**config.mk**
```make
export PLATFORM = sky130hd
export DESIGN_NAME = regs_wb_arb
export DESIGN_NICKNAME = d
export VERILOG_FILES = /design/src/rtl/regs_pkg.sv /design/src/rtl/regs_wb_fifo.sv /design/src/rtl/regs_wb_arb.sv
export SDC_FILE = /design/constraint.sdc
export NUM_CORES = 1
export LEC_CHECK = 0
export ABC_AREA = 0
export CAP_MARGIN = 25
export CORE_ASPECT_RATIO = 1.1
export CORE_MARGIN = 5
export CORE_UTILIZATION = 49
export DETAILED_ROUTE_END_ITERATION = 10
export GPL_TIMING_DRIVEN = 0
export PLACE_DENSITY_LB_ADDON = 0.15
export SLEW_MARGIN = 20
export SYNTH_ARGS = -nofsm -noshare
export SYNTH_HDL_FRONTEND = slang
export SYNTH_SLANG_ARGS = --single-unit
```
**constraint.sdc**
```tcl
create_clock -name clk -period 3.2 [get_ports clk]
set_clock_uncertainty 0.05 [all_clocks]
set_input_delay 0.8 -clock clk [delete_from_list [all_inputs] [get_ports clk]]
set_output_delay 0.8 -clock clk [all_outputs]
set_load 0.005 [all_outputs]
```
**src/rtl/regs_pkg.sv**
```systemverilog
// Shared types and constants for the register file write-back path.
package regs_pkg;

    localparam int unsigned XLEN   = 32;
    localparam int unsigned REG_AW = 5;
    localparam int unsigned NREGS  = 32;

    typedef logic [REG_AW-1:0] reg_addr_t;
    typedef logic [XLEN-1:0]   xword_t;

    typedef struct packed {
        reg_addr_t addr;
        xword_t    data;
    } ld_entry_t;

    function automatic logic [NREGS-1:0] reg_onehot(input reg_addr_t a);
        reg_onehot    = '0;
        reg_onehot[a] = 1'b1;
    endfunction

endpackage

```
**src/rtl/regs_wb_fifo.sv**
```systemverilog
// Small synchronous FIFO holding load results ({addr,data}) until the write port is free.
module regs_wb_fifo
    import regs_pkg::*;
#(
    parameter int unsigned DEPTH = 2
) (
    input  logic      clk,
    input  logic      rst_n,
    input  logic      push,
    input  ld_entry_t din,
    input  logic      pop,
    output logic      full,
    output logic      empty,
    output ld_entry_t head
);

    localparam int unsigned AW = (DEPTH > 1) ? $clog2(DEPTH) : 1;

    // Extra MSB distinguishes full from empty when the index bits match.
    logic [AW:0] wr_ptr_q, wr_ptr_d;
    logic [AW:0] rd_ptr_q, rd_ptr_d;
    ld_entry_t   mem_q [DEPTH];
    logic        do_push, do_pop;

    assign full    = (wr_ptr_q[AW] != rd_ptr_q[AW]) && (wr_ptr_q[AW-1:0] == rd_ptr_q[AW-1:0]);
    assign empty   = (wr_ptr_q == rd_ptr_q);
    assign head    = mem_q[rd_ptr_q[AW-1:0]];
    assign do_push = push && !full;
    assign do_pop  = pop && !empty;

    always_comb begin
        wr_ptr_d = wr_ptr_q + {{AW{1'b0}}, do_push};
        rd_ptr_d = rd_ptr_q + {{AW{1'b0}}, do_pop};
    end

    always_ff @(posedge clk or negedge rst_n) begin
        if (!rst_n) begin
            wr_ptr_q <= '0;
            rd_ptr_q <= '0;
        end else begin
            wr_ptr_q <= wr_ptr_d;
            rd_ptr_q <= rd_ptr_d;
        end
    end

    always_ff @(posedge clk) begin
        if (do_push) begin
            mem_q[wr_ptr_q[AW-1:0]] <= din;
        end
    end

endmodule

```
**src/rtl/regs_wb_arb.sv**
```systemverilog
// Register file write-port arbiter: execute has priority, loads queue in a FIFO,
// and a pending-load scoreboard flags read and write hazards to the core.
module regs_wb_arb
    import regs_pkg::*;
#(
    parameter int unsigned LD_FIFO_DEPTH = 2
) (
    input  logic              clk,
    input  logic              rst_n,
    input  logic              exe_we,
    input  logic [REG_AW-1:0] exe_wa,
    input  logic [XLEN-1:0]   exe_wd,
    input  logic              ld_issue,
    input  logic [REG_AW-1:0] ld_issue_a,
    input  logic              ld_valid,
    output logic              ld_ready,
    input  logic [REG_AW-1:0] ld_wa,
    input  logic [XLEN-1:0]   ld_wd,
    input  logic              rs1r,
    input  logic [REG_AW-1:0] rs1a,
    input  logic              rs2r,
    input  logic [REG_AW-1:0] rs2a,
    output logic              rs1_busy,
    output logic              rs2_busy,
    output logic              issue_busy,
    output logic [REG_AW-1:0] rda,
    output logic [XLEN-1:0]   rd,
    output logic              rdw
);

    logic             fifo_full, fifo_empty, fifo_push, fifo_pop;
    ld_entry_t        fifo_head;
    logic             exe_sel, ld_acc, bypass;
    logic             rdw_d, rdw_q;
    reg_addr_t        rda_d, rda_q;
    xword_t           rd_d, rd_q;
    logic [NREGS-1:0] pend_d, pend_q, set_vec, clr_vec;

    regs_wb_fifo #(
        .DEPTH (LD_FIFO_DEPTH)
    ) u_fifo (
        .clk   (clk),
        .rst_n (rst_n),
        .push  (fifo_push),
        .din   ({ld_wa, ld_wd}),
        .pop   (fifo_pop),
        .full  (fifo_full),
        .empty (fifo_empty),
        .head  (fifo_head)
    );

    assign ld_ready  = !fifo_full;
    assign exe_sel   = exe_we && (exe_wa != '0);
    assign ld_acc    = ld_valid && ld_ready;
    assign fifo_pop  = !exe_sel && !fifo_empty;
    assign bypass    = !exe_sel && fifo_empty && ld_acc;
    assign fifo_push = ld_acc && !bypass;

    // Write select; loads to x0 are consumed but never reach the write port.
    always_comb begin
        rdw_d   = 1'b0;
        rda_d   = rda_q;
        rd_d    = rd_q;
        clr_vec = '0;
        if (exe_sel) begin
            rdw_d = 1'b1;
            rda_d = exe_wa;
            rd_d  = exe_wd;
        end else if (fifo_pop) begin
            if (fifo_head.addr != '0) begin
                rdw_d   = 1'b1;
                rda_d   = fifo_head.addr;
                rd_d    = fifo_head.data;
                clr_vec = reg_onehot(fifo_head.addr);
            end
        end else if (bypass) begin
            if (ld_wa != '0) begin
                rdw_d   = 1'b1;
                rda_d   = ld_wa;
                rd_d    = ld_wd;
                clr_vec = reg_onehot(ld_wa);
            end
        end
    end

    always_comb begin
        set_vec = '0;
        if (ld_issue && (ld_issue_a != '0)) begin
            set_vec = reg_onehot(ld_issue_a);
        end
        pend_d = (pend_q & ~clr_vec) | set_vec;
    end

    always_ff @(posedge clk or negedge rst_n) begin
        if (!rst_n) begin
            rdw_q  <= 1'b0;
            rda_q  <= '0;
            rd_q   <= '0;
            pend_q <= '0;
        end else begin
            rdw_q  <= rdw_d;
            rda_q  <= rda_d;
            rd_q   <= rd_d;
            pend_q <= pend_d;
        end
    end

    assign rdw        = rdw_q;
    assign rda        = rda_q;
    assign rd         = rd_q;
    assign rs1_busy   = rs1r && (rs1a != '0) && pend_q[rs1a];
    assign rs2_busy   = rs2r && (rs2a != '0) && pend_q[rs2a];
    assign issue_busy = pend_q[ld_issue_a] || (exe_we && pend_q[exe_wa]);

endmodule

```
Yosys cells after proc, flatten, opt, wreduce, memory -nomap -nowiden
Memories as Yosys holds them, arrays and structs flattened.
Index checks and enable logic that the tools add are counted.
- bits in registers: 74
- memory bits (writable): 74
- input bits: 96
- output and inout port bits: 42
- word-level logic and storage cells: 94
- memories kept: 1
- memories (name ; words ; bits a word ; read ports ; clocked after memory_dff ; wr ports ; RTL line ; RTL):
    u_fifo.mem_q ; 2 ; 37 ; 1 ; 0 ; 1 ; regs_wb_fifo.sv:22 ; ld_entry_t mem_q [DEPTH];
- $add $sub $neg: 2
- order comparisons: 9
- eq/ne operators: 4
- muxes and demuxes: 37
- bitwise operators: 3
- reduce and logical (&&, ||, !) cells: 32
- operators with widths (operator ; number):
    32-bit two-way mux ; 11
    5-bit by 6-bit less-than comparator with 1-bit output, second input constant ; 6
    32-bit bitwise AND ; 1
    32-bit NOT ; 1
    32-bit OR ; 1
    5-bit nonzero test ; 6
    5-bit two-way mux ; 5
    1-bit binary-select mux with 5-bit select ; 4
    1-bit logical AND ; 18
    1-bit demux with 5-bit select ; 3
    5-bit by 1-bit >= comparator with 1-bit output, second input constant ; 3
    1-bit two-way mux ; 14
    3-bit nonzero test ; 2
    2-bit by 1-bit adder with 2-bit output ; 2
    1-bit zero test ; 4
    3-bit inequality test, second input constant ; 1
    3-bit AND reduction ; 1
    2-bit == test ; 1
    1-bit == test ; 1
    1-bit logical OR ; 1
    1-bit inequality test ; 1

Depth between registers and ports, before layout
- depth in word-level cells: 11
- mapped depth: 10
- depth with buffers taken out: 6

Cells and area by module
Synthesis repeated with hierarchy kept, for this count alone.
- cells, all modules: 650
- area total of the unflattened synthesis: 8036.5 sq um
- modules (own cells, without submodules) (module ; instances ; cells an instance ; area an instance (sq um) ; seq. area each (sq um)):
    regs_wb_arb ; 1 ; 516 ; 5104.9 ; 1751.7
    regs_wb_fifo ; 1 ; 134 ; 2931.6 ; 2322.2

Least setup slack after synthesis
Ideal clock, no wire load.
- path kind: input -> output
- start: input rs2a[0]
- end: output rs2_busy
- arrival time: 2.366 ns
- required time: 2.350 ns
- setup slack: -0.016 ns
- stages on the path: 5
- path buffers: 1
- path through: clkbuf_1 > mux4_2 > mux4_2 > nand3_1 > nand2_1
- longest elaborated chain between the ends: 3
- elaborated cells between the ends (all ways): 5
- those cells by class: 2 x mux; 3 x reduce/logical
- RTL lines (element ; RTL line ; RTL):
    from (decl) ; regs_wb_arb.sv:22 ; input logic [REG_AW-1:0] rs2a,
    1-bit binary-select mux with 5-bit select / 5-bit nonzero test (equally long branches) ; regs_wb_arb.sv:112 ; assign rs2_busy = rs2r && (rs2a != '0) && pend_q[rs2a];
    1-bit two-way mux (implied by the code) / 1-bit logical AND (equally long branches) ; regs_wb_arb.sv:112 ;
    1-bit logical AND (*) ; regs_wb_arb.sv:112 ;
    to (decl) ; regs_wb_arb.sv:24 ; output logic rs2_busy,
Every way passes the cells marked *; elsewhere a longest branch is shown, timed or not. The select of a mux whose other input is x is not followed.

Final worst setup path
Same ends and word-level chain as after synthesis.

==> flow_summary.yaml <==
place:
  io_buffers: 128
  post-dp-hpwl_um: 17670
  gp_congestion: 0.9567
  pre_cts_slack_ns: -0.9390
final_layout:
  drive_gt1_share_pct: 16.76
  multiInputGateArea_sq_um: 3780
  fin_nets: 939
  synthToLayoutAreaGrowth_pct: 29.01
  regArea_sq_um: 4074
  n_antenna_cell: 0
  fillCellCount: 1287
floorplanning:
  num_rows: 49
  start_util_pct: 49.66
  ioPinCount: 138
  die_area_sq_um: 19140
  die_x_um: 132.4
  core-area_sq_um: 16250
  die_h_um: 144.6
synth:
  ys_seq_area_share_pct: 50.49
  synth_warnings: 0
  synth-async-reset-ratio_pct: 50.00
  synth_area_per_cell_sq_um: 11.80
  synth_fp_nets: 783
  ys_types: 56
  synth-edff-count: 74
  netlist_area_sq_um: 8069
  ys.flop_type: "edfxtp_1"
  synth_cells: 684
  synth_seq_cells: 148
clock_tree:
  clk_pin_slew_ns: 0.07
  clock_latency_ns: 0.43
  postCtsHoldBufs: 0
  htreeDepth: 4
  root_buffer: "clkbuf_16"
  cts_buffers: 17
  clock-sinks: 148
  cts_tree: "built"
  clockBufferDepth: 2
timing:
  maxSlewViolCount: 0
  finalCriticalPeriod_ns: 3.140
  hold_slack_ns: 0.2025
  tightestPinTransition_ns: 0.6752
  finalHoldViolCount: 0
  setup_viol: 0
  relSlewSlack_pct: 54.98
  rsz0062_at_grt: "no"
  fmax_mhz: 318.5
  finalCritPeriodShare_pct: 98.12
  fin_ws_ns: 0.06008
routing:
  ant_nets: 0
  firstDrtPassIters: 5
  detail_route.iter0.violations: 545
  wl_per_cell_um: 22.61
  viasPerCell: 6.269
  drc: 0
  drt-total-wl_um: 23900
  num_vias: 6626
setup_path:
  required_ns: 2.35
  cpLargestDelayFamily: "multiplexers"
  cpPeakStageDelay_ns: 0.52
  path_cells: "clkbuf_16 -> mux4_2 -> mux4_2 -> nand3_2 -> nand2_1 -> clkdlybuf4s15_1"
  cp_max_fo: 8
  start_kind: "primary input"
  crit_arrival_ns: 2.29
  cpMostUsedCell: "mux4_2"
  path_class: "in -> out"
  cp-end-kind: "output pin"
  crit_slowest_cell: "mux4_2"
  worst-path-buf-inv: 2
power_and_ir_drop:
  powerDensity_nw_per_um2: 919.8
  cellLeakagePower_nw: 3.828
  ir_worst_vdd_uv: 606.6
grt:
  antenna_found_initial: 0
  grt_usage_pct: 25.13
  grt_first_pass_wirelength_um: 37760
  grt_overflow_total: 0
  grt_pass1_vias: 7044
  grt_max_degree: 56
outcome:
  status: "finished clean"
hold_path:
  worstHoldPathType: "in -> async"
job:
  max_cap_viol_count: 0
[timing repair]
item	CTS	global route
setup buffers	4	1
endpoints found under the setup margin	53	25
gates cloned	1	0
pin swaps	2	6
resized for setup	48	15
[path summary, 6_finish.rpt]
check,slack (ns),depth (start not counted),from,end
worst min register to register,0.44,1,rd[7]$_DFFE_PN0P_,rd[7]$_DFFE_PN0P_
min in group clk,0.44,1,rd[7]$_DFFE_PN0P_,rd[7]$_DFFE_PN0P_
worst max register to register,0.28,9,u_fifo.rd_ptr_q[0]$_DFF_PN0_,u_fifo.mem_q[1][13]$_DFFE_PP_
worst min-delay path,0.20,1,rst_n,rd[20]$_DFFE_PN0P_
worst max-delay path,0.06,6,rs2a[0],rs2_busy
max in group asynchronous,2.31,2,rst_n,rda[0]$_DFFE_PN0P_
[state kept, by name, indices dropped and copies added, names as in the netlist]
name	cells
rda	5
rdw	1
u_fifo.wr_ptr_q	2
u_fifo.mem_q	74
rd	32
pend_q	32
u_fifo.rd_ptr_q	2
[metal layers]
layer	GRT usage, %	up-vias	part of all wire, %
li1	-	2957	-
met1	29.61	3302	38
met2	44.42	307	52
met3	6.367	60	7.1
met4	9.807	0	2.7
met5	0	-	0
[Yosys cell counts, types with 4 or more instances]
library cell | n | area, sq um
dfrtp_1 | 74 | 1852
edfxtp_1 | 74 | 2222
nand2_1 | 62 | 232.7
nor2_1 | 55 | 206.5
clkbuf_1 | 44 | 165.2
nor2b_1 | 43 | 269.0
o31ai_1 | 41 | 307.8
a211oi_1 | 34 | 255.2
mux4_2 | 31 | 698.2
o211ai_1 | 31 | 232.7
mux2_4 | 19 | 285.3
nand3_1 | 18 | 90.09
mux2i_1 | 15 | 150.1
o21ai_0 | 13 | 65.06
buf_2 | 11 | 55.05
mux2_1 | 11 | 123.9
mux2_2 | 11 | 123.9
o221ai_1 | 8 | 70.07
nand2b_1 | 6 | 37.54
nand3b_1 | 6 | 45.04
o22ai_1 | 6 | 37.54
inv_1 | 5 | 18.77
nor3_1 | 5 | 25.02
or3_1 | 5 | 31.28
nand4_1 | 4 | 25.02
o311ai_0 | 4 | 35.03
[power breakdown]
part / internal (mW) / switching [mW]
logic: 2.09 / 2.31
registers: 2.80 / 0.471
clock network: 1.05 / 0.862
total: 5.94 / 3.64
[cell families (layout without fill, tap and decap cells)]
family / Yosys count / after routing / synth area share (%)
AOI/OAI and AO/OA: 160 / 160 / 14.99
xor gates and xnor gates: 4 / 4 / 0.4343
adders and majority gates: 3 / 3 / 0.4652
buffers and inverters: 64 / 233 / 3.396
DFF: 148 / 148 / 50.49
muxes: 87 / 87 / 17.12
and+or+nand+nor: 218 / 218 / 13.10
[final cells by class]
| type | count | area share, % |
|---|---|---|
| Tap cell | 204 | 2.452 |
| Inverter | 5 | 0.1803 |
| Sequential cell | 148 | 39.13 |
| Buffer | 59 | 3.125 |
| Timing Repair Buffer | 137 | 13.33 |
| Multi-Input combinational cell | 472 | 36.31 |
| Clock inverter | 14 | 1.250 |
| Clock buffer | 18 | 4.219 |
[cells in the final DEF, fill, tap and decap left out, types with 7 or more instances in the layout]
| master | netlist | final |
|---|---|---|
| clkdlybuf4s50_1 | 0 | 118 |
| dfrtp_1 | 74 | 74 |
| edfxtp_1 | 74 | 74 |
| nand2_1 | 62 | 62 |
| nor2_1 | 55 | 55 |
| nor2b_1 | 43 | 43 |
| o31ai_1 | 41 | 41 |
| clkbuf_1 | 44 | 36 |
| a211oi_1 | 34 | 33 |
| o211ai_1 | 31 | 31 |
| mux4_2 | 31 | 31 |
| mux2_4 | 19 | 21 |
| clkbuf_16 | 0 | 18 |
| nand3_1 | 18 | 17 |
| mux2i_1 | 15 | 14 |
| buf_2 | 11 | 11 |
| mux2_1 | 11 | 11 |
| o21ai_0 | 13 | 10 |
| mux2_2 | 11 | 9 |
| inv_6 | 0 | 9 |
| o221ai_1 | 8 | 7 |
[stage by stage]
stage | std cells | power (mW) | instance area, sq um | TNS, ns | utilization, %
4_1_cts | 1056 | 9.594 | 10390 | -0.1047 | 63.97
2_1_floorplan | 684 | 5.869 | 8070 | 0 | -
3_5_place_dp | 1019 | 7.629 | 9677 | -46.86 | 59.56
5_1_grt | 1057 | 10.10 | 10410 | 0 | 64.07
6_report | 1057 | 9.575 | 10410 | 0 | 64.07
3_3_place_gp | 1016 | 7.436 | 9607 | -188.80 | 59.13
Power figures use the tool's default switching activity.
